## src/rtl/adc_pkg.sv

```systemverilog
// adc_reader shared types and defaults.
// Serial ADC front end for the badge waterfall.
package adc_pkg;

  typedef enum logic [1:0] {
    ST_IDLE,
    ST_SETUP,
    ST_SHIFT,
    ST_QUIET
  } state_t;

  localparam int ADC_WIDTH = 12;
  localparam int ADC_LEAD  = 1;

endpackage

```

## src/rtl/adc_reader_if.sv

```systemverilog
// Pin and sample bus of adc_reader.
// master = reader, slave = ADC pins plus datapath side.
interface adc_reader_if #(
  parameter int WIDTH = 12
);
  logic             start;
  logic             free_run;
  logic             sd;
  logic             cs;
  logic             sclk;
  logic             busy;
  logic [WIDTH-1:0] sample;
  logic             valid;
  logic             lead_err;

  modport master (
    input  start, free_run, sd,
    output cs, sclk, busy, sample, valid, lead_err
  );

  modport slave (
    output start, free_run, sd,
    input  cs, sclk, busy, sample, valid, lead_err
  );
endinterface

```

## src/rtl/adc_sclk_gen.sv

```systemverilog
// SCLK divider for adc_reader.
// rise/fall flag the edge on which sclk will toggle.
module adc_sclk_gen #(
  parameter int CLK_DIV = 2
) (
  input  logic clk,
  input  logic reset_n,
  input  logic en,
  input  logic clear,
  output logic sclk,
  output logic rise,
  output logic fall
);

  localparam int CW = $clog2(CLK_DIV + 1);

  logic [CW-1:0] cnt;
  logic          tick;

  assign tick = en && (cnt == CW'(CLK_DIV - 1));
  assign rise = tick && !sclk;
  assign fall = tick && sclk;

  // Half-period counter; sclk rests high whenever cleared
  always_ff @(posedge clk or negedge reset_n) begin
    if (!reset_n) begin
      cnt  <= '0;
      sclk <= 1'b1;
    end else if (clear) begin
      cnt  <= '0;
      sclk <= 1'b1;
    end else if (tick) begin
      cnt  <= '0;
      sclk <= ~sclk;
    end else if (en) begin
      cnt  <= cnt + 1'b1;
    end
  end

endmodule

```

## src/rtl/adc_reader.sv

```systemverilog
// ADS7883-style serial ADC reader.
// Drives cs/sclk, shifts in lead + sample bits.
module adc_reader
  import adc_pkg::*;
#(
  parameter int WIDTH   = ADC_WIDTH,
  parameter int LEAD    = ADC_LEAD,
  parameter int CLK_DIV = 2,
  parameter int QUIET   = 2
) (
  input  logic        clk,
  input  logic        reset_n,
  adc_reader_if.master bus
);

  localparam int NB = LEAD + WIDTH;
  localparam int QN = QUIET * 2 * CLK_DIV;
  localparam int BW = $clog2(NB + 1);
  localparam int QW = $clog2(QN + 1);

  state_t           state;
  logic [BW-1:0]    bit_cnt;
  logic [QW-1:0]    q_cnt;
  logic [WIDTH-1:0] shreg;
  logic             lead_flag;
  logic             run;
  logic             clear;
  logic             last;
  logic             rise;
  logic             fall;
  logic             sclk;

  assign run   = (state == ST_SETUP) || (state == ST_SHIFT);
  // Frame ends where the next fall would be: sclk stays high
  assign last  = (state == ST_SHIFT) && fall
               && (bit_cnt == BW'(NB));
  assign clear = !run || last;

  assign bus.sclk = sclk;

  adc_sclk_gen #(
    .CLK_DIV (CLK_DIV)
  ) u_sclk (
    .clk     (clk),
    .reset_n (reset_n),
    .en      (run),
    .clear   (clear),
    .sclk    (sclk),
    .rise    (rise),
    .fall    (fall)
  );

  // Conversion FSM, bit capture and registered outputs
  always_ff @(posedge clk or negedge reset_n) begin
    if (!reset_n) begin
      state        <= ST_IDLE;
      bit_cnt      <= '0;
      q_cnt        <= '0;
      shreg        <= '0;
      lead_flag    <= 1'b0;
      bus.cs       <= 1'b1;
      bus.busy     <= 1'b0;
      bus.valid    <= 1'b0;
      bus.sample   <= '0;
      bus.lead_err <= 1'b0;
    end else begin
      bus.valid <= 1'b0;
      unique case (state)
        ST_IDLE: begin
          if (bus.start || bus.free_run) begin
            state     <= ST_SETUP;
            bus.cs    <= 1'b0;
            bus.busy  <= 1'b1;
            bit_cnt   <= '0;
            shreg     <= '0;
            lead_flag <= 1'b0;
          end
        end
        ST_SETUP: begin
          if (fall) state <= ST_SHIFT;
        end
        ST_SHIFT: begin
          if (last) begin
            state        <= ST_QUIET;
            bus.cs       <= 1'b1;
            bus.valid    <= 1'b1;
            bus.sample   <= shreg;
            bus.lead_err <= lead_flag;
            q_cnt        <= '0;
          end else if (rise) begin
            bit_cnt <= bit_cnt + 1'b1;
            if (bit_cnt < BW'(LEAD))
              lead_flag <= lead_flag | bus.sd;
            else
              shreg <= {shreg[WIDTH-2:0], bus.sd};
          end
        end
        ST_QUIET: begin
          if (q_cnt == QW'(QN - 1)) begin
            state    <= ST_IDLE;
            bus.busy <= 1'b0;
          end else begin
            q_cnt <= q_cnt + 1'b1;
          end
        end
        default: state <= ST_IDLE;
      endcase
    end
  end

endmodule

```

## src/flat_wrapper.sv

```systemverilog
// flat-port wrapper written by rule: the top's interface ports become plain ports
module adc_reader_flat import adc_pkg::*;
#(
  parameter int WIDTH   = ADC_WIDTH,
  parameter int LEAD    = ADC_LEAD,
  parameter int CLK_DIV = 2,
  parameter int QUIET   = 2
)
  (clk, reset_n, bus_start, bus_free_run, bus_sd, bus_cs, bus_sclk, bus_busy, bus_sample, bus_valid, bus_lead_err);
  adc_reader_if #(.WIDTH(WIDTH)) bus_i ();
  input  logic clk;
  input  logic reset_n;
  input wire logic [$bits(bus_i.start)-1:0] bus_start;
  input wire logic [$bits(bus_i.free_run)-1:0] bus_free_run;
  input wire logic [$bits(bus_i.sd)-1:0] bus_sd;
  output wire logic [$bits(bus_i.cs)-1:0] bus_cs;
  output wire logic [$bits(bus_i.sclk)-1:0] bus_sclk;
  output wire logic [$bits(bus_i.busy)-1:0] bus_busy;
  output wire logic [$bits(bus_i.sample)-1:0] bus_sample;
  output wire logic [$bits(bus_i.valid)-1:0] bus_valid;
  output wire logic [$bits(bus_i.lead_err)-1:0] bus_lead_err;
  assign bus_i.start = bus_start;
  assign bus_i.free_run = bus_free_run;
  assign bus_i.sd = bus_sd;
  assign bus_cs = bus_i.cs;
  assign bus_sclk = bus_i.sclk;
  assign bus_busy = bus_i.busy;
  assign bus_sample = bus_i.sample;
  assign bus_valid = bus_i.valid;
  assign bus_lead_err = bus_i.lead_err;
  adc_reader #(.WIDTH(WIDTH), .LEAD(LEAD), .CLK_DIV(CLK_DIV), .QUIET(QUIET)) u_core (.clk(clk), .reset_n(reset_n), .bus(bus_i));
endmodule
```

## config.mk

```make
export PLATFORM = sky130hd
export DESIGN_NAME = adc_reader_flat
export DESIGN_NICKNAME = d
export VERILOG_FILES = /design/src/rtl/adc_pkg.sv /design/src/rtl/adc_reader_if.sv /design/src/rtl/adc_sclk_gen.sv /design/src/rtl/adc_reader.sv /design/src/flat_wrapper.sv
export SDC_FILE = /design/constraint.sdc
export NUM_CORES = 1
export LEC_CHECK = 0
export ABC_AREA = 1
export CAP_MARGIN = 5
export CELL_PAD_IN_SITES_DETAIL_PLACEMENT = 0
export CELL_PAD_IN_SITES_GLOBAL_PLACEMENT = 2
export CORE_MARGIN = 1
export CORE_UTILIZATION = 33
export CTS_CLUSTER_SIZE = 14
export DETAILED_ROUTE_END_ITERATION = 10
export MAX_ROUTING_LAYER = met4
export PLACE_DENSITY_LB_ADDON = 0.2
export SETUP_SLACK_MARGIN = 0.3
export SYNTH_ARGS = -nofsm -noshare
export SYNTH_HDL_FRONTEND = slang
export SYNTH_HIERARCHICAL = 1
export SYNTH_SLANG_ARGS = --single-unit
```

## constraint.sdc

```tcl
create_clock -name clk -period 2.3 [get_ports clk]
set_clock_uncertainty 0.1 [all_clocks]
set_input_delay 0.345 -clock clk [delete_from_list [all_inputs] [get_ports clk]]
set_output_delay 0.345 -clock clk [all_outputs]
set_load 0.02 [all_outputs]
```

[After elaboration in Yosys (flattened, before gate mapping)]
Index checks and enable logic that the tools add are counted.
Storage, ports and cells
  register bits: 42
  bits of input ports: 5
  output and inout bits: 17
  word-level logic and storage cells: 91
Cells by class
  $add $sub $neg: 3
  magnitude comparators: 1
  eq/ne operators: 15
  mux-type cells: 34
  bitwise logic cells: 2
  reductions and logical operators: 24
Operators with widths (number)
  $mux 12: 4
  $pmux 12 s2: 1
  $mux 4: 5
  $pmux 4 s2: 2
  $mux 2: 7
  $mux 1: 11
  $ne 2x1->1 const B: 5
  $reduce_and 5->1: 2
  $reduce_and 3->1: 3
  $add 4x1->4 const B: 2
  $ne 2x2->1 const B: 4
  $pmux 2 s4: 1
  $reduce_and 4->1: 2
  $reduce_bool 2->1: 4
  $pmux 1 s2: 3
  $logic_and 1x1->1: 5
  $eq 2x1->1 const B: 2
  $eq 2x2->1 const B: 2
  $eq 4x3->1 const B: 1
  $eq 4x4->1 const B: 1
  $lt 4x1->1 const B: 1
  $logic_or 1x1->1: 3
  $reduce_bool 3->1: 1
  $add 2x1->2 const B: 1
  5 further kinds: 6

[Logic depth before layout (Yosys ltp)]
Gate-level depths: netlist of run 1.
  depth in word-level cells: 8
  mapped depth: 12
  mapped depth without buffers: 11

[By module]
Netlist of run 1, hierarchy kept.
By module, submodules not included
  adc_reader: times used 1, cells an instance 260, area each 2052.0 µm², seq. area each 977.2 µm²
  adc_sclk_gen: times used 1, cells an instance 17, area each 138.9 µm², seq. area each 76.3 µm²

[Worst setup path after synthesis of run 1]
OpenSTA, ideal clock, no wires.
  path kind: reg-to-reg
  from: register u_core.state[0]
  to: register u_core.u_sclk.cnt[1]
  library setup time: 0.118 ns
  arrival: 1.743 ns
  required time: 2.082 ns
  path slack: 0.340 ns
  cell stages (with the launch flop): 13
  path buffers: 1
  clock period less this slack: 1.960 ns
  cells stage by stage: dfrtp_1 -> inv_1 -> ha_1 -> nand3_2 -> nor2_1 -> nand3_4 -> inv_1 -> nand2_2 -> buf_2 -> nand2_1 -> inv_1 -> nand2_1 -> nor2_1
Between the ends
  word-level cells in the longest chain between the ends: 8
  elaborated cells between the ends (all ways): 12
  classes of those cells: eq/ne (2); mux (2); reduce/logical (8)
Ends and longest elaborated chain
  start: declaration: RTL line adc_reader.sv:21  | state_t state;
  start signal: assignment: RTL line adc_reader.sv:56  | state <= ST_IDLE;
  start signal: assignment: RTL line adc_reader.sv:71  | state <= ST_SETUP;
  start signal: assignment: RTL line adc_reader.sv:80  | if (fall) state <= ST_SHIFT;
  $eq 2x1->1 or $eq 2x2->1 (tied branches): RTL line adc_reader.sv:33  | assign run = (state == ST_SETUP) || (state == ST_SHIFT);
  $logic_or 1x1->1 *: RTL line adc_reader.sv:33
  via u_core.run: RTL line adc_reader.sv:26  | logic run;
  $logic_and 1x1->1 *: RTL line adc_sclk_gen.sv:20  | assign tick = en && (cnt == CW'(CLK_DIV - 1));
  $logic_and 1x1->1 *: RTL line adc_sclk_gen.sv:22  | assign fall = tick && sclk;
  via u_core.fall: RTL line adc_reader.sv:30  | logic fall;
  $logic_and 1x1->1 *: RTL line adc_reader.sv:35  | assign last = (state == ST_SHIFT) && fall
  $logic_and 1x1->1 *: RTL line adc_reader.sv:36  | && (bit_cnt == BW'(NB));
  $logic_or 1x1->1 *: RTL line adc_reader.sv:37  | assign clear = !run || last;
  via u_core.clear: RTL line adc_reader.sv:27  | logic clear;
  $reduce_bool 3->1 (no line) or $mux 2 (tied branches)
  end signal: assignment: RTL line adc_sclk_gen.sv:36  | cnt <= cnt + 1'b1;
  end: declaration: RTL line adc_sclk_gen.sv:17  | logic [CW-1:0] cnt;
Mark *: on every way through the listed nets, which the timed path passes. The rest lies on a longest branch.
A chain may end at the register's enable or synchronous reset.

[Worst setup path after layout of run 1]
  from: register u_core.u_sclk.sclk
  to: output bus_sclk
RTL lines
  start: declaration: RTL line adc_sclk_gen.sv:10  | output logic sclk,
  start signal: assignment: RTL line adc_sclk_gen.sv:34  | sclk <= ~sclk;
  end: declaration: RTL line flat_wrapper.sv:17  | output wire logic [$bits(bus_i.sclk)-1:0] bus_sclk;
No word-level cell between the ends.

==> run summary, run 1 <==
CP arrival: 1.44 ns
Post-synthesis sequential area ratio: 48.1%
Die ar.: 6970 um^2
Largest net degree at the start of global routing: 17
Worst R2R Setup Slack: 0.44 ns
Crit path kind: reg2out
Chip height: 83.5 um
Cells on worst reg2reg path: 10
CP Depth: 1
EDFF count, synth: 0
FF+latch count, synth: 42
Minimum period implied by the final worst setup slack: 1.88 ns
Io pins: 22
Worst R2R Start: u_core/state[1]
Setup violations, final: 0
Layout area overhead: 23.1%
Drt drc: 0
Routability cong.: 0.784
Post-synth top area share: 45.7%
Setup_tns: 0 ns
Outcome: finished, final reports clean
Per-cell routed wire length: 12.4 um
Synth area leader: dfrtp_1
Vias in the first global route: 1669
Static Leak: 1.52 nW
First-pass GRT wire length: 8220 um
Share of cells above drive strength 1: 13.4%
Crit path to: bus_sclk
Most common library cells after synthesis: 118 x nand2_1, 40 x dfrtp_1, 31 x inv_1, 21 x nor2_1, 17 x nand4_1
Final instance area: 2700 um^2
CP max stage cell: clkdlybuf4s50_1
Layout Nets: 327
HP Class: reg2reg
Vias per cell: 4.48
Post-layout util: 42.2%
Pwr/cell area: 939 nW/um^2
Crit path launch type: register
Worst-path clk slew: 0.09 ns
Max_cap viols: 0
First-pass DRT Iterations: 4
Layout fillers: 685
# diodes: 0
Maximum vdd drop: 0.363 mV
Worst rel slew slack: 75.8%
Gr usage total: 15.3%
Via count: 1750
Sink Count: 42
Antenna-violating nets left: 0
DRT iter0 DRCs: 66
Max incr delay on CP: 0.60 ns
Cells along the critical path: clkdlybuf4s50_1
Htree depth: 2
Achievable Freq: 0.532 GHz
Fin. Hold Viols: 0
Core ar.: 6390 um^2
Dpl cell area: 2510 um^2
Synthesized Nets: 291
Yosys warning count: 6
Initial antenna violation count: 0
Top FF cell, synth: dfrtp_1
Cell with the most instances after synthesis: nand2_1
Number of buffers and inverters on the critical path: 1
Detailed Route WL: 4850 um
Buffers added on ports: 21
Grt ovf: 0
Setup WS pre-CTS: 0.157 ns
CTS tree: yes
Unique masters post-synth: 24
Final Instance Count excl. Fillers: 391
Root Driver: clkbuf_8
Cell area after synthesis: 2190 um^2
Critical path's top delay family: buffers and inverters
Worst Setup Slack, final: 0.419 ns
Syn Area/Cell: 7.91 um^2
Critical Path RT: 1.86 ns
Clk Latency, worst-skew pair: 0.30 ns
Row cnt: 29
Pins over their slew limit: 0
Cts bufs inserted: 5
Die Wd: 83.5 um
Cells after synthesis: 277
Fraction of registers with async set/reset: 100%
DP Cell Count: 376
Crit path launch: u_core/u_sclk/sclk
Initial core utilization: 34.3%
CP endpoint kind: output pin
Longest Clk Path Bufs: 2
Max FO, Critical Path: 3
Top post-synthesis cells by area: dfrtp_1 46%, nand2_1 20%, inv_1 5.3%
R2R Path End: u_core/shreg[1]
Slew @ Worst Pin: 0.362 ns
Crit share post-route: 81.8%
Hold depth: 2
RSZ-0062 raised after global routing: true
DP HPWL: 3350 um
-- registers in the layout, summed over array words and instances, names as in the netlist --
name,flops
u_core/bit_cnt,4
u_core/bus.busy,1
u_core/bus.cs,1
u_core/bus.lead_err,1
u_core/bus.sample,12
u_core/bus.valid,1
u_core/lead_flag,1
u_core/q_cnt,4
u_core/shreg,12
u_core/state,2
u_core/u_sclk/cnt,2
u_core/u_sclk/sclk,1
-- cell type report --
class	instances	area, um^2	share of cell area [%]
sequential	42	1050	39.1
multi-input combinational	196	1010	37.4
timing repair buffer	37	332	12.3
inverter	31	116	4.32
tap	77	96.3	3.57
clock buffer	5	68.8	2.55
clock inverter	3	21.3	0.789
-- power breakdown --
part | switching (W) | internal (W) | total [W]
clock | 0.000269 | 0.000213 | 0.000482
sequential | 0.0000668 | 0.000821 | 0.000888
combinational | 0.000752 | 0.000410 | 0.00116
total | 0.00109 | 0.00144 | 0.00253
-- per-layer routing --
layer | track usage [%] | routed length [um] | vias to the layer above
met5 | - | 0 | -
met4 | 4.62 | 57 | 0
met3 | 3.26 | 132 | 5
met2 | 22.1 | 2130 | 22
met1 | 21.7 | 2530 | 791
li1 | - | - | 932
-- repair_timing --
| action | CTS | global route |
|---|---|---|
| setup endpoints to repair | 37 | 28 |
| pin swaps | 1 | 1 |
| endpoints found under the hold margin | 12 | 0 |
| gates resized for setup | 4 | 6 |
| setup buffers | 4 | 2 |
| hold buffers | 1 | 0 |
-- stage by stage --
step / hold WS (ns) / power [W]
5_1_grt: 0.393 / 0.00277
6_report: 0.373 / 0.00253
3_3_place_gp: 0.180 / 0.00195
3_5_place_dp: 0.188 / 0.00195
2_1_floorplan: -0.0506 / 0.00170
4_1_cts: 0.380 / 0.00249
-- cell families (layout without fill, tap and decap cells) --
group	after synthesis	in the layout	share of synthesized area, %
compound gates	8	8	2.34
buf+inv	39	76	7.77
simple gates	178	178	36.3
flops	42	42	48.1
fa+ha+maj	9	9	5.14
xor+xnor	1	1	0.400
-- layout by cell type (no fill, tap or decap), types with 2 or more instances in the layout --
cell               n
a21oi_1            2
buf_4             14
clkbuf_8           5
clkdlybuf4s50_1   20
dfrtp_1           40
dfstp_2            2
ha_1               7
inv_1             31
nand2_1          118
nand2_2            2
nand3_1           11
nand3_2            2
nand3_4            2
nand4_1           17
nor2_1            19
nor2_4             3
o21ai_0            3
-- worst min-delay path by stage --
| stage | to | start |
|---|---|---|
| 2_1_floorplan | u_core/bit_cnt[0] | reset_n |
| 3_3_place_gp | u_core/bus.lead_err | reset_n |
| 3_5_place_dp | u_core/bus.lead_err | reset_n |
| 4_1_cts | u_core/bus.sample[5] | u_core/bus.sample[5] |
| 5_1_grt | u_core/bus.sample[9] | u_core/bus.sample[9] |
| 6_report | u_core/bus.sample[9] | u_core/bus.sample[9] |
Note: power is estimated with default switching activity, not from simulation.
==> run 2, diff against run 1 <==
--- a/config.mk
+++ b/config.mk
@@ -10,7 +10,7 @@
 export CELL_PAD_IN_SITES_DETAIL_PLACEMENT = 0
 export CELL_PAD_IN_SITES_GLOBAL_PLACEMENT = 2
 export CORE_MARGIN = 1
-export CORE_UTILIZATION = 33
+export CORE_UTILIZATION = 30
 export CTS_CLUSTER_SIZE = 14
 export DETAILED_ROUTE_END_ITERATION = 10
 export MAX_ROUTING_LAYER = met4
==> constraint.sdc (replaced) <==
create_clock -name clk -period 1.6 [get_ports clk]
set_clock_uncertainty 0.1 [all_clocks]
set_input_delay 0.24 -clock clk [delete_from_list [all_inputs] [get_ports clk]]
set_output_delay 0.24 -clock clk [all_outputs]
set_load 0.02 [all_outputs]
==> run 2 against run 1 <==
- the flow now finishes with violations (negative setup slack)
- highest routed layer unchanged
- register-to-register slack worse by 0.60 ns
- sequential share of layout area down 6.4 points
- combinational power up 140%
- wire length up 7.2%
- clock power up 77%
- global-route usage up 0.11 points
- non-clock buffer count up 31
==> run summary, run 2 (synthesis results as in run 1) <==
Commonest non-fill, non-tap cell in the layout: nand2_1
# diodes: 0 (unchanged)
Detailed Route WL: 5200 um (+7.2%)
Pwr/cell area: 1520 nW/um^2 (+62%)
Sink Count: 42 (unchanged)
Io pins: 22 (unchanged)
RSZ-0062 raised after global routing: true
Vias in the first global route: 1888 (+13%)
Via count: 1901 (+8.6%)
Clk Latency, worst-skew pair: 0.30 ns (about the same)
Grt ovf: 0 (unchanged)
Static Leak: 1.88 nW (+24%)
Grt met3 use: 3.41% (+0.15 points)
Chip height: 87.5 um (+4.8%)
Maximum vdd drop: 0.553 mV (+52%)
Critical Path RT: 1.73 ns (-0.13 ns)
Crit path to: u_core/shreg[11]
Antenna-violating nets left: 0 (unchanged)
Drt drc: 0 (unchanged)
Outcome: finished with violations
Regs by FF count: u_core/bus.sample (12), u_core/shreg (12)
DP HPWL: 3410 um (+1.9%)
Register cell area after layout: 1050 um^2 (unchanged)
Die Wd: 87.5 um (+4.8%)
Achievable Freq: 0.568 GHz
HP Class: in2async
Post-layout util: 46.7% (+4.5 points)
Row cnt: 30 (+3.4%)
Htree depth: 2 (unchanged)
Largest net degree at the start of global routing: 43 (+26)
Initial core utilization: 31.7% (-2.6 points)
Max FO, Critical Path: 8 (+5)
Root Driver: clkbuf_8
Layout Nets: 358 (+9.5%)
Multi-input logic area: 1240 um^2 (+23%)
Busiest grt layer: met2
Longest Clk Path Bufs: 2 (unchanged)
Setup_tns: -4.24 ns (-4.24 ns)
DP Cell Count: 419 (+11%)
Routability cong.: 0.788 (+0.56%)
Met1 Usage GRT: 19.6% (-2.1 points)
Most frequent cells in the layout: 80 x nand2_1, 40 x dfrtp_1, 34 x buf_4
Setup violations, final: 40 (+40)
Core ar.: 6910 um^2 (+8.2%)
Crit path launch: u_core/state[0]
Met2 Track Usage GR: 24.9% (+2.8 points)
CP arrival: 1.89 ns (+0.45 ns)
Worst R2R Start: u_core/state[0]
First-pass DRT Iterations: 4 (unchanged)
Final Instance Count excl. Fillers: 441 (+13%)
Overall power: 0.00490 W (+94%)
Crit path kind: reg2reg
Worst-path clk slew: 0.09 ns (about the same)
Worst rel slew slack: 82.2% (+6.4 points)
First-pass GRT wire length: 8810 um (+7.1%)
Gr usage total: 15.4% (+0.11 points)
DRT iter0 DRCs: 49 (-26%)
Worst R2R Setup Slack: -0.16 ns (-0.60 ns)
Minimum period implied by the final worst setup slack: 1.76 ns
Share of cells above drive strength 1: 41.4% (+28 points)
Violated checks: negative setup slack
Cts bufs inserted: 5 (unchanged)
Crit share post-route: 110%
Setup WS pre-CTS: -0.209 ns (-0.366 ns)
Fin. Hold Viols: 0 (unchanged)
Die ar.: 7650 um^2 (+9.8%)
Max_cap viols: 0 (unchanged)
Cells on worst reg2reg path: 11 (+1)
Worst Setup Slack, final: -0.160 ns (-0.579 ns)
Layout area overhead: 47.3%
Slew @ Worst Pin: 0.267 ns (-0.0951 ns)
Vias per cell: 4.31 (-3.7%)
Per-cell routed wire length: 11.8 um (-5.0%)
Layout fillers: 716 (+4.5%)
Pins over their slew limit: 0 (unchanged)
R2R Path End: u_core/shreg[11]
CTS tree: yes
Buffers added on ports: 21 (unchanged)
Crit path launch type: register
Initial antenna violation count: 0 (unchanged)
CP endpoint kind: register
-- run 2: layer usage --
metal	part of all wire (%)	vias to the layer above
met5	0	-
met4	0.60	0
met3	2.3	2
met2	48	19
met1	49	883
li1	-	997
-- run 2: worst min path at each step --
stage / from / to / slack [ns] / cells after the start
detailed placement: reset_n / u_core/q_cnt[2] / 0.14 / 2
global route: reset_n / u_core/bit_cnt[2] / 0.38 / 3
CTS: reset_n / u_core/state[1] / 0.35 / 3
floorplan: reset_n / u_core/bit_cnt[0] / -0.16 / 0
global placement: reset_n / u_core/q_cnt[2] / 0.14 / 2
finish: reset_n / u_core/state[1] / 0.34 / 3
-- run 2: worst max-delay path, stage by stage (launching register included) --
cell and delay [ns]:
dfrtp_1 0.37, inv_2 0.06, ha_4 0.29, nand3_4 0.07, nor2_4 0.12, nand3_4 0.11
nor2_8 0.15, nor2_4 0.07, nand3_2 0.10, buf_6 0.15, nand2_1 0.05, nand2_1 0.05
-- run 2: final cells by class --
type / instances / share of cell area (%)
tap: 96 / 3.72
inverter: 31 / 3.76
clock inverter: 2 / 1.16
clock buffer: 6 / 2.25
multi-input combinational: 196 / 38.4
timing repair buffer: 68 / 18.1
sequential: 42 / 32.6
-- run 2: timing repair --
item                                    in CTS  in global routing
cloned                                       0                  1
setup buffers                                9                  3
hold buffers                                 1                  0
pin swaps                                   21                 19
gates resized for setup                     95                 60
endpoints found under the hold margin       40                  0
endpoints found under the setup margin      59                 57
-- run 2: stage by stage --
step                hold WS (ns)  instance area (um^2)
CTS                        0.355                  3110
global placement           0.137                  2770
detailed placement         0.137                  2770
global route               0.385                  3230
floorplan                 -0.156                  2260
finish                     0.342                  3230
-- run 2: power by group --
part	switching, W	internal, W
clock network	0.000385	0.000466
logic	0.00149	0.00129
registers	0.0000908	0.00118
==> run 3, diff against run 2 <==
--- a/config.mk
+++ b/config.mk
@@ -13,6 +13,7 @@
 export CORE_UTILIZATION = 30
 export CTS_CLUSTER_SIZE = 14
 export DETAILED_ROUTE_END_ITERATION = 10
+export GPL_TIMING_DRIVEN = 0
 export MAX_ROUTING_LAYER = met4
 export PLACE_DENSITY_LB_ADDON = 0.2
 export SETUP_SLACK_MARGIN = 0.3
==> run 3 against run 2 <==
- the run still ends with negative setup slack left
- worst hold slack worse by 0.099 ns
- sequential share of layout area rose by 2.1 points
- cell count decreased by 3.4%
==> run summary, run 3 (synthesis results as in run 1) <==
Cells on worst reg2reg path: 10 (-1)
Static Leak: 1.68 nW (-11%)
Max FO, Critical Path: 5 (-3)
Layout Nets: 343 (-4.2%)
Antenna-violating nets left: 0 (unchanged)
Setup violations, final: 41 (+2.5%)
Gr usage total: 16.7% (+1.2 points)
Die ar.: 7650 um^2 (unchanged)
Die Wd: 87.5 um (unchanged)
CTS tree: yes
Detailed Route WL: 5460 um (+5.0%)
Worst-path clk slew: 0.09 ns (about the same)
Routability cong.: 0.764 (-3.1%)
Slew @ Worst Pin: 0.322 ns (+0.0557 ns)
Worst Setup Slack, final: -0.214 ns (-0.0542 ns)
Worst rel slew slack: 78.4% (-3.8 points)
Share of cells above drive strength 1: 35.8% (-5.7 points)
Sink Count: 42 (unchanged)
Routed wl met3: 153 um (+28%)
Per-cell routed wire length: 12.8 um (+8.7%)
Wire length on met2: 2420 um (-2.7%)
DP HPWL: 3510 um (+3.0%)
Initial antenna violation count: 0 (unchanged)
Clk Latency, worst-skew pair: 0.30 ns (about the same)
Longest Clk Path Bufs: 2 (unchanged)
Commonest non-fill, non-tap cell in the layout: nand2_1
Layout area overhead: 38.5%
Core ar.: 6910 um^2 (unchanged)
Critical Path RT: 1.70 ns (-0.03 ns)
Pwr/cell area: 1420 nW/um^2 (-6.9%)
RSZ-0062 raised after global routing: true
Maximum vdd drop: 0.469 mV (-15%)
Worst Hold Slack: 0.244 ns (-0.0986 ns)
Max_cap viols: 0 (unchanged)
Buffers added on ports: 21 (unchanged)
Fin. Hold Viols: 0 (unchanged)
Grt ovf: 0 (unchanged)
Pins over their slew limit: 0 (unchanged)
Post-layout util: 43.9% (-2.8 points)
Outcome: finished with violations
DRT iter0 DRCs: 88 (+80%)
Achievable Freq: 0.551 GHz (-3.0%)
Most frequent cells in the layout: 87 x nand2_1, 40 x dfrtp_1, 29 x nand2_2
Cts bufs inserted: 5 (unchanged)
Number of buffers and inverters on the critical path: 2 (unchanged)
Initial core utilization: 31.7% (unchanged)
First-pass GRT wire length: 9450 um (+7.2%)
Dpl cell area: 2600 um^2 (-6.1%)
Crit share post-route: 113% (+3.4 points)
First-pass DRT Iterations: 4 (unchanged)
Crit path launch type: register
M1 wire length: 2810 um (+10%)
CP endpoint kind: register
Cells along the critical path: inv_2 -> ha_4 -> nand3_4 -> nor2_4 -> nand3_4 -> nor2_8 -> nor2_4 -> buf_4 -> nand4_1 -> nand2_1
Vias per cell: 4.49 (+4.1%)
CP arrival: 1.91 ns (+0.02 ns)
Final instance area: 3040 um^2 (-5.9%)
Row cnt: 30 (unchanged)
Drt drc: 0 (unchanged)
Crit path kind: reg2reg
CP max stage cell: dfrtp_1
CP Depth: 10 (-1)
Minimum period implied by the final worst setup slack: 1.81 ns (+0.0542 ns)
Regs by FF count: u_core/bus.sample (12), u_core/shreg (12)
Max layer used: met4
Critical path's top delay family: simple AND/OR/NAND/NOR gates
Largest net degree at the start of global routing: 35 (-19%)
Violated checks: negative setup slack
Via count: 1912 (+0.58%)
Chip height: 87.5 um (unchanged)
HP Class: in2async
Io pins: 22 (unchanged)
Root Driver: clkbuf_8
Vias in the first global route: 1887 (-0.053%)
Max incr delay on CP: 0.39 ns (+0.02 ns)
# diodes: 0 (unchanged)
Htree depth: 2 (unchanged)
## run 3: layout make-up
type                       instances  area (um^2)
buffer                             8         83.8
clock buffer                       6         72.6
clock inverter                     2         13.8
fill                             745         3870
inverter                          31          121
multi-input combinational        196         1170
sequential                        42         1050
tap                               96          120
timing repair buffer              45          403
## run 3: timing repair
action                                  CTS  global route
pin swaps                                18            14
resized for setup                       102            33
hold buffers                              1             0
endpoints found under the hold margin     8             0
buffers inserted                         15             3
cloned                                    4             0
endpoints found under the setup margin   59            53
## run 3: through the flow
stage               setup WS, ns  cells  setup TNS [ns]  power, W
floorplan                 -0.142    277           -3.37   0.00259
global placement           -1.10    394          -57.78   0.00300
detailed placement        -0.408    395          -12.81   0.00301
CTS                       -0.224    423           -6.69   0.00414
global route              -0.353    426          -12.69   0.00464
finish                    -0.214    426           -7.15   0.00430
## run 3: final timing paths
path	start	to	slack, ns
worst min register to register	u_core/bus.sample[6]	u_core/bus.sample[6]	0.38
max in group asynchronous	reset_n	u_core/bus.cs	0.63
min in group clk	u_core/bus.sample[6]	u_core/bus.sample[6]	0.38
worst max-delay path	u_core/state[1]	u_core/shreg[1]	-0.21
worst min-delay path	reset_n	u_core/q_cnt[1]	0.24
worst max register to register	u_core/state[1]	u_core/shreg[1]	-0.21
## run 3: power by group
| group | switching (W) | total, W | internal [W] |
|---|---|---|---|
| sequential | 0.000116 | 0.00130 | 0.00118 |
| clock | 0.000394 | 0.000703 | 0.000309 |
| combinational | 0.00134 | 0.00230 | 0.000956 |
| total | 0.00185 | 0.00430 | 0.00245 |
## run 3: per-layer routing
metal	GRT usage [%]	vias to the layer above
li1	-	973
met1	23.0	909
met2	24.9	24
met3	2.84	6
met4	4.92	0
met5	-	-
